[src/rtl/vending_controller.sv]
// -----------------------------------------------------------------------------
// vending_controller
//
// Main sequencing FSM of the vending machine. Accepts coins and product
// selections, tracks deposited credit, performs the price check and times the
// dispense and change-return phases. All outputs are registered and feed
// display_module directly, so the state encoding on current_state is fixed.
//
// Parameters
//   PRICE_A / PRICE_B / PRICE_C : product prices in credit units
//   MAX_AMOUNT                  : credit ceiling (<= 31)
//   TIMEOUT_CYCLES              : inactivity limit while collecting money
//   DISPENSE_CYCLES             : cycles spent in DISPENSE_PRODUCT (>= 1)
//   CHANGE_CYCLES               : cycles spent in RETURN_CHANGE (>= 1)
//
// Ports
//   clk                : clock, rising edge
//   reset              : synchronous, active-high
//   coin_valid         : one-cycle coin strobe
//   coin_value [1:0]   : 00=1, 01=2, 10=5, 11=10 units
//   select_valid       : one-cycle selection strobe
//   select_id [1:0]    : 01=A, 10=B, 11=C, 00 ignored
//   cancel             : one-cycle abort strobe
//   current_state [2:0]: FSM state (see table below)
//   current_amount[4:0]: credit held
//   product_out [1:0]  : product being dispensed, 00 = none
//   change_out [4:0]   : change being returned
//   coin_reject        : one-cycle pulse when a coin is refused
//   insufficient_funds : one-cycle pulse when a selection is too expensive
//
// State table
//   state            | meaning
//   -----------------+------------------------------------------------------
//   IDLE             | no credit held, waiting for the first coin
//   MONEY_DEPOSIT    | collecting coins, waiting for select/cancel/timeout
//   PRODUCT_SELECT   | one-cycle price check of the latched selection
//   DISPENSE_PRODUCT | product_out held for DISPENSE_CYCLES cycles
//   RETURN_CHANGE    | change_out held for CHANGE_CYCLES cycles
// -----------------------------------------------------------------------------
module vending_controller #(
    parameter int PRICE_A         = 8,
    parameter int PRICE_B         = 12,
    parameter int PRICE_C         = 15,
    parameter int MAX_AMOUNT      = 31,
    parameter int TIMEOUT_CYCLES  = 1000,
    parameter int DISPENSE_CYCLES = 4,
    parameter int CHANGE_CYCLES   = 4
) (
    input  logic       clk,
    input  logic       reset,
    input  logic       coin_valid,
    input  logic [1:0] coin_value,
    input  logic       select_valid,
    input  logic [1:0] select_id,
    input  logic       cancel,
    output logic [2:0] current_state,
    output logic [4:0] current_amount,
    output logic [1:0] product_out,
    output logic [4:0] change_out,
    output logic       coin_reject,
    output logic       insufficient_funds
);

    typedef enum logic [2:0] {
        IDLE             = 3'b000,
        MONEY_DEPOSIT    = 3'b001,
        PRODUCT_SELECT   = 3'b010,
        DISPENSE_PRODUCT = 3'b011,
        RETURN_CHANGE    = 3'b100
    } state_t;

    // One phase counter is shared by the timeout, dispense and change phases,
    // so it is sized for the longest of the three.
    localparam int MAX_CYC_TD = (TIMEOUT_CYCLES > DISPENSE_CYCLES) ? TIMEOUT_CYCLES : DISPENSE_CYCLES;
    localparam int MAX_CYC    = (MAX_CYC_TD > CHANGE_CYCLES) ? MAX_CYC_TD : CHANGE_CYCLES;
    localparam int CNT_W      = (MAX_CYC > 1) ? $clog2(MAX_CYC) : 1;

    localparam logic [CNT_W-1:0] TIMEOUT_LAST  = CNT_W'(TIMEOUT_CYCLES - 1);
    localparam logic [CNT_W-1:0] DISPENSE_LAST = CNT_W'(DISPENSE_CYCLES - 1);
    localparam logic [CNT_W-1:0] CHANGE_LAST   = CNT_W'(CHANGE_CYCLES - 1);
    localparam logic [5:0]       MAX_AMT_6     = 6'(MAX_AMOUNT);

    state_t           state, state_nxt;
    logic [4:0]       amount, amount_nxt;
    logic [1:0]       product, product_nxt;
    logic [4:0]       change, change_nxt;
    logic             reject, reject_nxt;
    logic             insufficient, insufficient_nxt;
    logic [1:0]       sel_id, sel_id_nxt;
    logic [CNT_W-1:0] cnt, cnt_nxt;

    logic [5:0]       coin_units;
    logic [5:0]       coin_sum;
    logic             coin_fits;
    logic             first_coin_fits;
    logic [5:0]       price;
    logic             affordable;
    logic             timeout_hit;

    // Coin code to credit units.
    always_comb begin
        coin_units = 6'd0;
        case (coin_value)
            2'b00:   coin_units = 6'd1;
            2'b01:   coin_units = 6'd2;
            2'b10:   coin_units = 6'd5;
            default: coin_units = 6'd10;
        endcase
    end

    // Price of the latched selection; 6 bits so prices above the 5-bit credit
    // range still compare correctly.
    always_comb begin
        price = 6'd0;
        case (sel_id)
            2'b01:   price = 6'(PRICE_A);
            2'b10:   price = 6'(PRICE_B);
            2'b11:   price = 6'(PRICE_C);
            default: price = 6'd0;
        endcase
    end

    // Sum carried one bit wider than the credit so an overflowing coin is
    // detected instead of wrapping.
    assign coin_sum        = {1'b0, amount} + coin_units;
    assign coin_fits       = (coin_sum <= MAX_AMT_6);
    assign first_coin_fits = (coin_units <= MAX_AMT_6);
    assign affordable      = ({1'b0, amount} >= price);
    assign timeout_hit     = (cnt == TIMEOUT_LAST);

    always_ff @(posedge clk) begin
        if (reset) begin
            state        <= IDLE;
            amount       <= 5'd0;
            product      <= 2'b00;
            change       <= 5'd0;
            reject       <= 1'b0;
            insufficient <= 1'b0;
            sel_id       <= 2'b00;
            cnt          <= '0;
        end else begin
            state        <= state_nxt;
            amount       <= amount_nxt;
            product      <= product_nxt;
            change       <= change_nxt;
            reject       <= reject_nxt;
            insufficient <= insufficient_nxt;
            sel_id       <= sel_id_nxt;
            cnt          <= cnt_nxt;
        end
    end

    always_comb begin
        state_nxt        = state;
        amount_nxt       = amount;
        product_nxt      = product;
        change_nxt       = change;
        sel_id_nxt       = sel_id;
        cnt_nxt          = cnt;
        reject_nxt       = 1'b0;
        insufficient_nxt = 1'b0;

        case (state)
            IDLE: begin
                if (coin_valid) begin
                    if (first_coin_fits) begin
                        amount_nxt = coin_units[4:0];
                        state_nxt  = MONEY_DEPOSIT;
                    end else begin
                        reject_nxt = 1'b1;
                    end
                end
            end

            MONEY_DEPOSIT: begin
                // Timeout takes the cancel path, so it also outranks select
                // and any coin arriving in the same cycle.
                if (cancel || timeout_hit) begin
                    change_nxt = amount;
                    amount_nxt = 5'd0;
                    state_nxt  = RETURN_CHANGE;
                    reject_nxt = coin_valid;
                end else if (select_valid && (select_id != 2'b00)) begin
                    sel_id_nxt = select_id;
                    state_nxt  = PRODUCT_SELECT;
                    reject_nxt = coin_valid;
                end else begin
                    cnt_nxt = cnt + CNT_W'(1);
                    if (coin_valid) begin
                        if (coin_fits) begin
                            amount_nxt = coin_sum[4:0];
                            cnt_nxt    = '0;
                        end else begin
                            reject_nxt = 1'b1;
                        end
                    end
                end
            end

            PRODUCT_SELECT: begin
                reject_nxt = coin_valid;
                if (affordable) begin
                    // affordable implies price fits in 5 bits
                    amount_nxt  = amount - price[4:0];
                    product_nxt = sel_id;
                    state_nxt   = DISPENSE_PRODUCT;
                end else begin
                    insufficient_nxt = 1'b1;
                    state_nxt        = MONEY_DEPOSIT;
                end
            end

            DISPENSE_PRODUCT: begin
                reject_nxt = coin_valid;
                if (cnt == DISPENSE_LAST) begin
                    product_nxt = 2'b00;
                    if (amount != 5'd0) begin
                        change_nxt = amount;
                        amount_nxt = 5'd0;
                        state_nxt  = RETURN_CHANGE;
                    end else begin
                        state_nxt = IDLE;
                    end
                end else begin
                    cnt_nxt = cnt + CNT_W'(1);
                end
            end

            RETURN_CHANGE: begin
                reject_nxt = coin_valid;
                if (cnt == CHANGE_LAST) begin
                    change_nxt = 5'd0;
                    state_nxt  = IDLE;
                end else begin
                    cnt_nxt = cnt + CNT_W'(1);
                end
            end

            default: begin
                state_nxt   = IDLE;
                amount_nxt  = 5'd0;
                product_nxt = 2'b00;
                change_nxt  = 5'd0;
            end
        endcase

        // Every state change restarts the shared phase counter.
        if (state_nxt != state) begin
            cnt_nxt = '0;
        end
    end

    assign current_state      = state;
    assign current_amount     = amount;
    assign product_out        = product;
    assign change_out         = change;
    assign coin_reject        = reject;
    assign insufficient_funds = insufficient;

endmodule

[config.mk]
export PLATFORM = sky130hd
export DESIGN_NAME = vending_controller
export DESIGN_NICKNAME = d
export VERILOG_FILES = /design/src/rtl/vending_controller.sv
export SDC_FILE = /design/constraint.sdc
export NUM_CORES = 1
export LEC_CHECK = 0
export CORE_UTILIZATION = 25
export CTS_BUF_LIST = sky130_fd_sc_hd__clkbuf_4 sky130_fd_sc_hd__clkbuf_8
export DETAILED_ROUTE_END_ITERATION = 16
export DONT_BUFFER_PORTS = 1
export GPL_TIMING_DRIVEN = 0
export PLACE_DENSITY = 0.4
export SKIP_CTS_REPAIR_TIMING = 1
export SLEW_MARGIN = 20
export SYNTH_ARGS = -nofsm -noshare
export SYNTH_HDL_FRONTEND = slang
export SYNTH_SLANG_ARGS = --single-unit
[constraint.sdc]
create_clock -name clk -period 3 [get_ports clk]
set_input_delay 0.45 -clock clk [delete_from_list [all_inputs] [get_ports clk]]
set_output_delay 0.45 -clock clk [all_outputs]
set_load 0.02 [all_outputs]
# After elaboration in Yosys (flattened, before gate mapping)
# Cells that the tools add are included.
word_totals:
  out_inout_bits: 17
  ff_bits: 29
  word_cells: 105
classes:
  n_lt_le_gt_ge: 3
  n_bitwise: 5
  muxes: 43
  reduce_logical: 18
  addsub: 3
  eq_ne: 25
ops:
  columns: ["cell", "n"]
  rows:
  - ["two-way mux 5 bit", 13]
  - ["two-way mux 10 bit", 5]
  - ["one-hot mux 5 bit (5 select lines)", 1]
  - ["one-hot mux 4 bit (3 select lines)", 2]
  - ["two-way mux 3 bit", 7]
  - ["!= test 2 bit, second input constant", 10]
  - ["one-hot mux 10 bit (2 select lines)", 1]
  - ["one-hot mux 5 bit (4 select lines)", 1]
  - ["one-hot mux 3 bit (5 select lines)", 1]
  - ["less-or-equal comparator 6 x 5 -> 1 bit, second input constant", 2]
  - ["adder 10 x 1 -> 10 bit, second input constant", 1]
  - ["== test 10 bit, second input constant", 1]
  - ["== test 10 x 2 -> 1 bit, second input constant", 1]
  - ["!= test 3 bit, second input constant", 3]
  - ["AND reduction 9 bit", 1]
  - ["OR reduction 2 bit", 4]
  - ["two-way mux 1 bit", 7]
  - ["adder 5 x 6 -> 6 bit", 1]
  - ["== test 2 bit, second input constant", 3]
  - ["== test 3 x 2 -> 1 bit, second input constant", 2]
  - [">= comparator 5 x 6 -> 1 bit", 1]
  - ["two-way mux 2 bit", 3]
  - ["one-hot mux 2 bit (3 select lines)", 1]
  - ["AND reduction 3 bit", 2]
  - ["16 further kinds", 23]

# Logic depth before layout (Yosys ltp)
# Gate-level depths: netlist of run 1.
logic_depth:
  word_depth: 9
  ltp_mapped: 10
  mapped_depth_nobuf: 10

# Worst setup path before layout of run 1
# No wires, ideal clock.
synth_path:
  kind: "flip-flop to flip-flop"
  startpoint: "register amount[0], in the netlist current_amount[0]"
  endpoint: "register amount[0], in the netlist current_amount[0]"
  t_arrival_ns: 2.462
  setup_ns: 0.087
  path_stages_with_launch: 10
  setup_slack_ns: 0.451
  required_time_ns: 2.913
  cell_sequence: "dfxtp_1 > inv_1 > ha_1 > fa_1 > nand2b_1 > a21oi_1 > nor4_1 > o21a_1 > or4_1 > o31ai_1"
synth_via:
  elab_chain_len: 6
  elab_cells_between_ends: 15
  classes_between: "2 x add/sub; 2 x order compare; 3 x eq/ne; 6 x mux; 2 x reduce/logical"
synth_rtl:
  columns: ["item", "line_no", "source"]
  rows:
  - ["from (decl)", "84", "logic [4:0] amount, amount_nxt;"]
  - ["from (signal assigned)", "143", "amount <= amount_nxt;"]
  - ["parallel branches: the longest is 6 deep, another holds adder 5 x 6 -> 6 bit", null, null]
# Several ways; the timed one is not identified. The select of a mux whose other input is x is not followed.
# A chain may end at the register's enable or synchronous reset.

# Worst setup path after layout of run 1
layout_path:
  startpoint: "register amount[0], in the netlist current_amount[0]"
  endpoint: "register amount[1], in the netlist current_amount[1]"
# Same word-level chain as after synthesis.

==> impl_metrics.csv, run 1 <==
group,metric,value,unit
die,die_h,91.35,um
die,core_region_area,7727,sq um
worst_setup_path,path_class,"flop to flop",
drt,vias,1793,
synthesis,synth_fp_nets,262,
worst_setup_path,required,3.19,ns
drt,firstDrtPassIters,4,
worst_setup_path,cp.arrival,2.95,ns
sta,finalSetupTns,0,ns
drt,wl_met1,2.908,mm
die,start_util,25.83,%
worst_setup_path,path_cells,"inv_1, ha_1, fa_1, nand2b_1, a21oi_2, nor4_1, o21a_1, or4_1, o31ai_1",
clocking,cts.sinks,29,
drt,drt-total-wl,5.723,mm
clocking,cts-root-buf,"clkbuf_8",
synthesis,yosysTopAreaCell,"dfxtp_1",
drt,drtIter0Drc,98,
placed_design,portBuffers,0,
clocking,cts_inserted_buffers,5,
synthesis,ys_types,60,
sta,setup-violations-final,0,
drt,route.met3.wl,260,um
synthesis,synth_warnings,0,
grt,grt_use_total,14.57,%
drt,viasPerCell,5.094,
clocking,clk_pin_slew,0.06,ns
synthesis,synth_seq_area_share,29.09,%
synthesis,synth.area.top_cells,"dfxtp_1 (29%), nor2_1 (6.0%), ha_1 (5.6%)",
power_and_ir_drop,p_per_area,438.8,nW/um^2
synthesis,synth_top_flop_cell,"dfxtp_1",
worst_setup_path,slowest_stage,"or4_1",
grt,grt_overflow,0,
final_layout,nNetsFinal,269,
sta,skew,0.004718,ns
synthesis,synth-seq-cells,29,
power_and_ir_drop,irDropWorstVdd,0.1535,mV
final_layout,antennaDiodeCount,0,
placed_design,dpl.hpwl,4.419,mm
outcome,status,"complete, no violations",
clocking,cts_htree_levels,2,
worst_setup_path,cp_max_fo,8,
worst_setup_path,cpPeakStageDelay,0.54,ns
final_layout,layout-drive-gt1-share,12.80,%
drt,top_layer,"met4",
synthesis,yosys.area.top_type_share,29.09,%
drt,drc,0,
clocking,clk_latency,0.28,ns
sta,relSlewSlack,58.33,%
synthesis,synth_area,1996,sq um
synthesis,postSynth.asyncResetShare,0,%
sta,fmax,361.8,MHz
sta,setup_ws,0.2358,ns
synthesis,synth_commonest_cells,"nor2_1 (32), dfxtp_1 (29), a21oi_1 (20)",
sta,final_max_slew_viol_count,0,
grt,first_global_vias,1774,
sta,fin_crit_sh,92.14,%
min_path,hold_class,"input pin to flop",
grt,grt_max_degree,11,
sta,rsz0062_at_grt,"false",
sta,period_needed,2.764,ns
clocking,cts_max_path_buffers,2,
drt,wl_met2,2.511,mm
sta,hold_violations,0,
placed_design,place_congestion,0.7890,
drt,post_drt_wl_per_cell,16.26,um
job,maxCapViolations,0,
synthesis,syn_inst,242,
worst_setup_path,startpoint_type,"flop",
die,num_rows,32,
grt,grt_pass1_wl,9.501,mm
synthesis,avgSynthCellArea,8.247,sq um
synthesis,synth_most_common_cell,"nor2_1",
clocking,cts_tree,"yes",
placed_design,pre_cts_ws,-0.04517,ns
worst_setup_path,end_kind,"flop",
synthesis,synth-edff-count,0,
drt,ant_nets,0,
power_and_ir_drop,leakage,0.0007417,uW
grt,antenna_found_initial,0,
die,io_pins,26,
sta,max_slew.worst_pin.slew,0.6237,ns
die,die-width,91.35,um
die,die-area,8344,sq um
final_layout,syn_to_final_growth,11.03,%
## path summary, 6_finish.rpt
kind	from	to	slack (ns)	cells after the start
min	select_id[1]	sel_id[1]	0.33	2
min reg2reg	cnt[1]	cnt[1]	0.48	2
max reg2reg	current_amount[0]	current_amount[1]	0.24	9
max	current_amount[0]	current_amount[1]	0.24	9
## per-layer routing
metal | GRT usage (%) | vias to the layer above
li1 | - | 904
met5 | 0 | -
met3 | 2.764 | 2
met2 | 22.54 | 35
met4 | 4.365 | 0
met1 | 20.36 | 852
## critical path, delay by kind of cell, from the launching register on
family                   cells  cell delay (ns)
AO/OA/AOI/OAI                3             0.69
adder cells (fa/ha/maj)      2             0.63
buffers and inverters        1             0.09
flip-flops                   1             0.46
AND/OR/NAND/NOR              3             0.80
## stage by stage
stage / util (%) / cells / cell area [sq um] / total power, uW / hold slack [ns]
after global placement: 27.48 / 344 / 2123 / 669.0 / 0.4678
after floorplan: - / 242 / 1996 / 602.9 / 0.4469
final: 28.68 / 352 / 2216 / 972.4 / 0.3273
after CTS: 28.59 / 352 / 2210 / 986.6 / 0.3146
after detailed placement: 27.48 / 344 / 2123 / 664.2 / 0.4735
after global routing: 28.68 / 352 / 2216 / 1039 / 0.3351
## sequential cells by signal, indices dropped and copies added, names as in the netlist
name,flops
current_amount,5
cnt,10
product_out,2
current_state,3
insufficient_funds,1
change_out,5
coin_reject,1
sel_id,2
## final cells by class
class | instances | area [sq um]
Sequential cell | 29 | 583.1
Fill cell | 847 | 5512
Tap cell | 102 | 127.6
Multi-Input combinational cell | 192 | 1334
Inverter | 11 | 41.29
Clock buffer | 5 | 68.82
Clock inverter | 3 | 17.52
Buffer | 10 | 43.79
## cells by family after synthesis
logic type / count (synthesis) / synth area share (%)
simple gates: 102 / 27.09
fa+ha+maj: 11 / 7.649
compound gates: 64 / 25.08
mux: 3 / 1.567
buf+inv: 21 / 4.263
flops: 29 / 29.09
xor+xnor: 12 / 5.266
## placed cells by master (no fill, tap or decap), drive strengths merged, types with 2 or more instances in the layout
master,Yosys,layout
a22oi,3,3
nand2,20,20
a31oi,5,5
fa,2,2
nor4b,3,3
nand3b,5,5
ha,9,9
dfxtp,29,29
nand4,4,4
o21ai,7,7
a21oi,20,20
nor3b,2,2
o31ai,3,3
o21a,4,4
xor2,7,7
and3,3,3
nor2,33,33
a2bb2oi,2,2
nor2b,3,3
or4,3,3
xnor2,5,5
o21bai,2,2
a311oi,2,2
nand3,9,9
o41ai,3,3
inv,11,11
buf,5,5
clkinv,0,2
a32o,2,2
clkbuf,5,10
nor3,7,7
mux2i,2,2
or3,3,3
## power breakdown
| group | total [uW] | switching (uW) | internal (uW) |
|---|---|---|---|
| logic | 228 | 144 | 83.8 |
| clock network | 314 | 154 | 160 |
| registers | 431 | 33.9 | 397 |
Power figures use the tool's default switching activity.
==> run 2: changes to the inputs <==
CAP_MARGIN = 20   (was unset)
==> results of run 2 <==
Final layout, timing and power as in run 1 (identical DEF).
